File: src/rtl/param_datapath.sv
// param_datapath
//   Parametrised CPU datapath: NREGS x WIDTH register file, A/B operand
//   registers, shifter on B, 4-op ALU, result register C and {N,V,Z}
//   status register. The datapath can be driven manually through the
//   control ports, or a built-in sequencer can run one complete
//   register-to-register operation (rd = rn OP shift(rm)) from a single
//   start pulse.
//
// Parameters
//   WIDTH  datapath word width (>= 8)
//   NREGS  register count (power of 2, >= 2)
//
// Ports
//   clk, reset                 rising-edge clock, synchronous active-high reset
//   datapath_in                writeback source (vsel=1) / immediate (bsel=1)
//   vsel, writenum, write      manual writeback control
//   readnum                    manual read index
//   loada/loadb/loadc/loads    manual load enables for A, B, C, status
//   shift, asel, bsel, ALUop   manual shifter / operand mux / ALU control
//   start                      launch a sequenced op (only honoured in IDLE)
//   op_rd/op_rn/op_rm          sequenced op register indices
//   op_alu/op_shift            sequenced op ALU op and shift op
//   busy                       sequencer active
//   done                       one-cycle pulse after the sequenced op completes
//   status_out                 {N, V, Z}
//   datapath_out               contents of C
module param_datapath #(
  parameter  int WIDTH = 16,
  parameter  int NREGS = 8,
  localparam int RW    = $clog2(NREGS)
) (
  input  logic             clk,
  input  logic             reset,
  input  logic [WIDTH-1:0] datapath_in,
  input  logic             vsel,
  input  logic [RW-1:0]    writenum,
  input  logic [RW-1:0]    readnum,
  input  logic             write,
  input  logic             loada,
  input  logic             loadb,
  input  logic             loadc,
  input  logic             loads,
  input  logic [1:0]       shift,
  input  logic             asel,
  input  logic             bsel,
  input  logic [1:0]       ALUop,
  input  logic             start,
  input  logic [RW-1:0]    op_rd,
  input  logic [RW-1:0]    op_rn,
  input  logic [RW-1:0]    op_rm,
  input  logic [1:0]       op_alu,
  input  logic [1:0]       op_shift,
  output logic             busy,
  output logic             done,
  output logic [2:0]       status_out,
  output logic [WIDTH-1:0] datapath_out
);

  typedef enum logic [2:0] {
    S_IDLE = 3'd0,
    S_LDA  = 3'd1,
    S_LDB  = 3'd2,
    S_EXEC = 3'd3,
    S_WB   = 3'd4
  } state_t;

  // Shifter applied to the B operand.
  function automatic logic [WIDTH-1:0] shift_fn(input logic [WIDTH-1:0] b,
                                                input logic [1:0]       op);
    logic signed [WIDTH-1:0] sb;
    sb = b;
    case (op)
      2'b00:   return b;
      2'b01:   return {b[WIDTH-2:0], 1'b0};
      2'b10:   return {1'b0, b[WIDTH-1:1]};
      default: return $unsigned(sb >>> 1);
    endcase
  endfunction

  // ALU result, wrapping modulo 2^WIDTH.
  function automatic logic [WIDTH-1:0] alu_fn(input logic [WIDTH-1:0] a,
                                              input logic [WIDTH-1:0] b,
                                              input logic [1:0]       op);
    case (op)
      2'b00:   return a + b;
      2'b01:   return a - b;
      2'b10:   return a & b;
      default: return ~b;
    endcase
  endfunction

  // Two's-complement overflow: the result sign disagrees with what the
  // operand signs force. Logic ops never overflow.
  function automatic logic ovf_fn(input logic [WIDTH-1:0] a,
                                  input logic [WIDTH-1:0] b,
                                  input logic [WIDTH-1:0] r,
                                  input logic [1:0]       op);
    logic signed [WIDTH-1:0] sa;
    logic signed [WIDTH-1:0] sb;
    logic signed [WIDTH-1:0] sr;
    sa = a;
    sb = b;
    sr = r;
    case (op)
      2'b00:   return ((sa < 0) == (sb < 0)) && ((sr < 0) != (sa < 0));
      2'b01:   return ((sa < 0) != (sb < 0)) && ((sr < 0) != (sa < 0));
      default: return 1'b0;
    endcase
  endfunction

  state_t r_state;
  state_t w_state_nxt;

  logic [WIDTH-1:0] r_regs [NREGS];
  logic [WIDTH-1:0] r_a;
  logic [WIDTH-1:0] r_b;
  logic [WIDTH-1:0] r_c;
  logic [2:0]       r_status;
  logic             r_done;

  logic [RW-1:0]    r_op_rd;
  logic [RW-1:0]    r_op_rn;
  logic [RW-1:0]    r_op_rm;
  logic [1:0]       r_op_alu;
  logic [1:0]       r_op_shift;

  // Effective controls after the manual/sequencer mux.
  logic [RW-1:0]    w_readnum;
  logic [RW-1:0]    w_writenum;
  logic             w_write;
  logic             w_vsel;
  logic             w_loada;
  logic             w_loadb;
  logic             w_loadc;
  logic             w_loads;
  logic [1:0]       w_shift;
  logic             w_asel;
  logic             w_bsel;
  logic [1:0]       w_aluop;

  logic [WIDTH-1:0] w_rd_data;
  logic [WIDTH-1:0] w_shifted;
  logic [WIDTH-1:0] w_ain;
  logic [WIDTH-1:0] w_bin;
  logic [WIDTH-1:0] w_alu;
  logic [2:0]       w_flags;
  logic [WIDTH-1:0] w_wb_data;

  // ---- sequencer: state register and latched op fields ----
  always_ff @(posedge clk) begin
    if (reset) begin
      r_state    <= S_IDLE;
      r_done     <= 1'b0;
      r_op_rd    <= '0;
      r_op_rn    <= '0;
      r_op_rm    <= '0;
      r_op_alu   <= '0;
      r_op_shift <= '0;
    end else begin
      r_state <= w_state_nxt;
      r_done  <= (r_state == S_WB);
      if ((r_state == S_IDLE) && start) begin
        r_op_rd    <= op_rd;
        r_op_rn    <= op_rn;
        r_op_rm    <= op_rm;
        r_op_alu   <= op_alu;
        r_op_shift <= op_shift;
      end
    end
  end

  always_comb begin
    w_state_nxt = r_state;
    case (r_state)
      S_IDLE:  if (start) w_state_nxt = S_LDA;
      S_LDA:   w_state_nxt = S_LDB;
      S_LDB:   w_state_nxt = S_EXEC;
      S_EXEC:  w_state_nxt = S_WB;
      S_WB:    w_state_nxt = S_IDLE;
      default: w_state_nxt = S_IDLE;
    endcase
  end

  // In IDLE the manual ports pass straight through (including any loads
  // issued in the same cycle as start). Outside IDLE the manual ports are
  // ignored and only the step belonging to the current state is enabled.
  always_comb begin
    w_readnum  = readnum;
    w_writenum = writenum;
    w_write    = write;
    w_vsel     = vsel;
    w_loada    = loada;
    w_loadb    = loadb;
    w_loadc    = loadc;
    w_loads    = loads;
    w_shift    = shift;
    w_asel     = asel;
    w_bsel     = bsel;
    w_aluop    = ALUop;
    if (r_state != S_IDLE) begin
      w_readnum  = r_op_rn;
      w_writenum = r_op_rd;
      w_write    = 1'b0;
      w_vsel     = 1'b0;
      w_loada    = 1'b0;
      w_loadb    = 1'b0;
      w_loadc    = 1'b0;
      w_loads    = 1'b0;
      w_shift    = r_op_shift;
      w_asel     = 1'b0;
      w_bsel     = 1'b0;
      w_aluop    = r_op_alu;
    end
    case (r_state)
      S_LDA:   w_loada = 1'b1;
      S_LDB: begin
        w_readnum = r_op_rm;
        w_loadb   = 1'b1;
      end
      S_EXEC: begin
        w_loadc = 1'b1;
        w_loads = 1'b1;
      end
      S_WB:    w_write = 1'b1;
      default: ;
    endcase
  end

  // ---- combinational datapath: read, shift, operand mux, ALU ----
  always_comb begin
    w_rd_data = r_regs[w_readnum];
    w_shifted = shift_fn(r_b, w_shift);
    w_ain     = w_asel ? '0 : r_a;
    w_bin     = w_shifted;
    if (w_bsel) begin
      w_bin      = '0;
      w_bin[4:0] = datapath_in[4:0];
    end
    w_alu     = alu_fn(w_ain, w_bin, w_aluop);
    w_flags   = {w_alu[WIDTH-1], ovf_fn(w_ain, w_bin, w_alu, w_aluop), (w_alu == '0)};
    w_wb_data = w_vsel ? datapath_in : r_c;
  end

  // ---- register file (reset clears it; a WB write coinciding with reset is dropped) ----
  always_ff @(posedge clk) begin
    if (reset) begin
      for (int i = 0; i < NREGS; i++) r_regs[i] <= '0;
    end else if (w_write) begin
      r_regs[w_writenum] <= w_wb_data;
    end
  end

  // ---- operand, result and status registers ----
  always_ff @(posedge clk) begin
    if (reset) begin
      r_a      <= '0;
      r_b      <= '0;
      r_c      <= '0;
      r_status <= '0;
    end else begin
      if (w_loada) r_a      <= w_rd_data;
      if (w_loadb) r_b      <= w_rd_data;
      if (w_loadc) r_c      <= w_alu;
      if (w_loads) r_status <= w_flags;
    end
  end

  assign busy         = (r_state != S_IDLE);
  assign done         = r_done;
  assign status_out   = r_status;
  assign datapath_out = r_c;

endmodule

File: config.mk
export PLATFORM = sky130hd
export DESIGN_NAME = param_datapath
export DESIGN_NICKNAME = d
export VERILOG_FILES = /design/src/rtl/param_datapath.sv
export SDC_FILE = /design/constraint.sdc
export NUM_CORES = 1
export LEC_CHECK = 0
export BUFFER_PORTS_ARGS = -buffer_cell sky130_fd_sc_hd__buf_2
export CORE_ASPECT_RATIO = 1.1
export CORE_MARGIN = 3
export CORE_UTILIZATION = 35
export CTS_BUF_LIST = sky130_fd_sc_hd__clkbuf_4
export CTS_CLUSTER_SIZE = 30
export DETAILED_ROUTE_END_ITERATION = 16
export GPL_ROUTABILITY_DRIVEN = 0
export MAX_ROUTING_LAYER = met4
export PLACE_DENSITY_LB_ADDON = 0.08
export SKIP_LAST_GASP = 1
export SYNTH_ARGS = -nofsm -noshare
export SYNTH_HDL_FRONTEND = slang
export SYNTH_SLANG_ARGS = --single-unit
File: constraint.sdc
create_clock -name clk -period 8.13 [get_ports clk]
set_input_delay 1.626 -clock clk [delete_from_list [all_inputs] [get_ports clk]]
set_output_delay 1.626 -clock clk [all_outputs]
set_load 0.03 [all_outputs]
==> reports/qor.json <==
{
  "worstHoldPathType": {"value": "reg -> reg"},
  "clock_latency": {"value": 590, "unit": "ps"},
  "number_of_cts_inserted_buffers": {"value": 17},
  "synth-xor-area-share": {"value": 2.48, "unit": "%"},
  "maxSlewViolCount": {"value": 0},
  "hold_path_end": {"value": "r_op_rd[0]"},
  "critical_path.max_fanout": {"value": 19},
  "critPathCaptureType": {"value": "register"},
  "synth_fp_nets": {"value": 1068},
  "ctsHtreeMaxLevel": {"value": 4},
  "synth.yosys.seq_area_share": {"value": 49.4, "unit": "%"},
  "clock_tree.root_cell": {"value": "clkbuf_4"},
  "global_route.overflow_total": {"value": 0},
  "synth_cells": {"value": 999},
  "post_cts.resized_instances": {"value": 0},
  "synth_top_family_by_area": {"value": "simple AND/OR/NAND/NOR gates"},
  "grt_max_degree": {"value": 67},
  "worst_r2r_startpoint": {"value": "r_state[2]"},
  "detail_route.vias_per_cell": {"value": 5.50},
  "synth_adder_area_share": {"value": 2.33, "unit": "%"},
  "die_height": {"value": 188, "unit": "µm"},
  "leakage": {"value": 4.26, "unit": "nW"},
  "final_net_count": {"value": 1103},
  "number_of_distinct_library_cells_after_synthesis": {"value": 76},
  "finalSetupTns": {"value": 0, "unit": "ps"},
  "top_level_ports": {"value": 71},
  "hold_viol_final": {"value": 0},
  "status": {"value": "finished, final reports clean"},
  "critPathArrivalTime": {"value": 6480, "unit": "ps"},
  "worst_hold_slack": {"value": 469, "unit": "ps"},
  "max_cap_viol_count": {"value": 0},
  "final.period_utilization": {"value": 73.5, "unit": "%"},
  "setup.reg_to_reg.worst_slack": {"value": 2160, "unit": "ps"},
  "synthesis.yosys.warnings": {"value": 0},
  "gr-max-usage-layer": {"value": "met2"},
  "critPathLaunchType": {"value": "register"},
  "timing.critical_path.buf_inv": {"value": 1},
  "drt_pass1_iterations": {"value": 7},
  "globalRouteMet3Util": {"value": 2.59, "unit": "%"},
  "io_buffer_count": {"value": 70},
  "delay_of_the_slowest_cell_on_the_worst_path": {"value": 770, "unit": "ps"},
  "mostFrequentLayoutCells": {"value": "nor2_1, edfxtp_1, nand2_1"},
  "layout_commonest_cell": {"value": "nor2_1"},
  "finish.instance_area": {"value": 11400, "unit": "µm²"},
  "regToRegEndpoint": {"value": "status_out[0]"},
  "rows": {"value": 65},
  "synthDominantCellAreaShare": {"value": 36.5, "unit": "%"},
  "rr_worst_depth": {"value": 20},
  "worstSetupPathType": {"value": "reg -> reg"},
  "tightestPinTransition": {"value": 1070, "unit": "ps"},
  "flip_flop_and_latch_count_after_synthesis": {"value": 196},
  "cts.sink_count": {"value": 196},
  "synthFlopType": {"value": "edfxtp_1"},
  "detailedPlacementHpwl": {"value": 22.3, "unit": "mm"},
  "overall_die_area": {"value": 32200, "unit": "µm²"},
  "post_synth.cell_area_avg": {"value": 10.5, "unit": "µm²"},
  "multi_input_comb_area": {"value": 5030, "unit": "µm²"},
  "synth_simple_gate_area_share": {"value": 16.0, "unit": "%"},
  "peakVddDrop": {"value": 0.0878, "unit": "mV"},
  "grtUsageMet1": {"value": 26.3, "unit": "%"},
  "netlist_top_cells_area": {"value": "edfxtp_1, dfxtp_1, nor2_1"},
  "edff_count_synth": {"value": 128},
  "crit_required": {"value": 8640, "unit": "ps"},
  "num-fill-cells": {"value": 2914},
  "die_width": {"value": 171, "unit": "µm"},
  "grt_pass1_vias": {"value": 7755},
  "timing.clock.skew": {"value": 22.7, "unit": "ps"},
  "grt_pass1_wl": {"value": 48.1, "unit": "mm"},
  "routed_wirelength": {"value": 31.8, "unit": "mm"},
  "detail-route-antenna-nets": {"value": 0},
  "utilization": {"value": 39.1, "unit": "%"},
  "num_vias": {"value": 7794},
  "share_of_cells_above_drive_strength_1": {"value": 16.3, "unit": "%"},
  "hold_path_startpoint": {"value": "r_op_rd[0]"},
  "crit_family": {"value": "compound AO/OA/AOI/OAI gates"},
  "clk_pin_slew_worst_paths": {"value": 160, "unit": "ps"},
  "relSlewSlack": {"value": 28.5, "unit": "%"},
  "initial_core_util": {"value": 36.1, "unit": "%"},
  "layout-area-overhead-vs-synth": {"value": 8.35, "unit": "%"},
  "placement.cell_area": {"value": 11200, "unit": "µm²"},
  "power_density": {"value": 242, "unit": "nW/µm²"},
  "cts.path.max_buffers": {"value": 2},
  "report.final.setup_viol": {"value": 0},
  "floorplan.core_area": {"value": 29200, "unit": "µm²"},
  "holdBufCountCts": {"value": 0},
  "hold_path_depth": {"value": 2},
  "routed_wire_length_per_instance": {"value": 22.4, "unit": "µm"},
  "postCtsSetupBuffers": {"value": 0},
  "timing.critical_path.cells": {"value": "nor3_4, buf_4, mux2i_4, a211oi_1, a21oi_1, nand3b_1, or2_1, o21ai_1, xor2_1, ha_1, a21oi_1, nand2_1, nand3_1, a31oi_1, o21bai_1, a21boi_0, or3_1, a31oi_1, nand4_1, o31ai_2"},
  "tritoncts": {"value": "yes"},
  "rsz_0062_raised_after_global_routing": {"value": "no"},
  "dr.first_iter.drc_count": {"value": 554},
  "layout_min_cycle_time": {"value": 5970, "unit": "ps"},
  "synth_compound_area_share": {"value": 13.1, "unit": "%"},
  "grt.met2_usage": {"value": 34.2, "unit": "%"},
  "register_area": {"value": 5200, "unit": "µm²"},
  "grt_use_total": {"value": 20.6, "unit": "%"},
  "power": {"value": 2.76, "unit": "mW"},
  "post_synth_instance_area": {"value": 10500, "unit": "µm²"},
  "slowest_stage": {"value": "nor3_4"},
  "achievable-frequency": {"value": 167, "unit": "MHz"},
  "synth_async_sr_flop_share": {"value": 0, "unit": "%"},
  "synth_top_area_cell": {"value": "edfxtp_1"},
  "drc_violation_count_after_routing": {"value": 0},
  "antenna_violations_before_repair": {"value": 1},
  "yosys-mux-area-fraction": {"value": 13.4, "unit": "%"}
}
[worst min-delay path: stages, from the launching register on]
cell and delay [ps]:
dfxtp_1 340, nand2_1 50, a21oi_1 50
[how the worst max path moves through the flow]
stage,startpoint,endpoint,slack [ps],cells past startpoint
after global placement,shift[0],status_out[0],2110,18
after global routing,r_state[1],status_out[0],1680,20
after floorplan,shift[0],datapath_out[15],2800,20
final,r_state[2],status_out[0],2160,20
after CTS,r_state[2],status_out[0],2270,20
after detailed placement,shift[0],status_out[0],2050,20
[area by class of cell]
| cell class | count | area share [%] |
|---|---|---|
| antenna | 1 | 0.0219 |
| sequential | 196 | 45.6 |
| clock buffer | 22 | 1.45 |
| multi-input combinational | 723 | 44.1 |
| clock inverter | 10 | 0.537 |
| inverter | 15 | 0.493 |
| timing repair buffer | 81 | 3.79 |
| tap | 368 | 4.04 |
[power breakdown]
group / internal (mW) / switching (mW) / total (mW)
Clock: 0.134 / 0.327 / 0.462
Combinational: 0.397 / 0.680 / 1.08
Sequential: 1.14 / 0.0790 / 1.22
Total: 1.67 / 1.09 / 2.76
[kinds of logic (layout without fill, tap and decap cells)]
logic type | Yosys count | after routing
simple gates | 383 | 383
flops | 196 | 196
compound gates | 195 | 195
mux | 97 | 97
buf+inv | 80 | 128
xor+xnor | 29 | 29
fa+ha+maj | 19 | 19
other cells | 0 | 1
[through the flow]
stage | instances | worst slack (ps)
floorplan | 999 | 2800
global placement | 1383 | 2110
detailed placement | 1383 | 2050
CTS | 1415 | 2270
global route | 1416 | 1680
finish | 1416 | 2160
[flip-flops by register name, indices dropped and copies added (netlist names)]
name          cells
r_regs          128
datapath_out     16
r_a              16
r_b              16
r_op_rd           3
r_op_rm           3
r_op_rn           3
r_state           3
status_out        3
r_op_alu          2
r_op_shift        2
done              1
[cells in the mapped netlist (14+ instances only)]
| library cell | count |
|---|---|
| buf_2 | 14 |
| edfxtp_1 | 128 |
| mux2i_1 | 58 |
| a211oi_1 | 51 |
| clkbuf_1 | 45 |
| and2_1 | 16 |
| ha_1 | 18 |
| nor2_1 | 212 |
| mux4_2 | 32 |
| a21oi_1 | 46 |
| dfxtp_1 | 68 |
| o21ai_0 | 20 |
| nand2_1 | 83 |
| inv_1 | 14 |
| xnor2_1 | 15 |
[layer usage]
layer,part of all wire [%],vias to the layer above,routed length (µm)
met5,0,-,0
met2,50,177,15900
met3,2.8,48,895
li1,-,3732,-
met4,2.6,0,832
met1,45,3837,14200
Power figures use the tool's default switching activity.
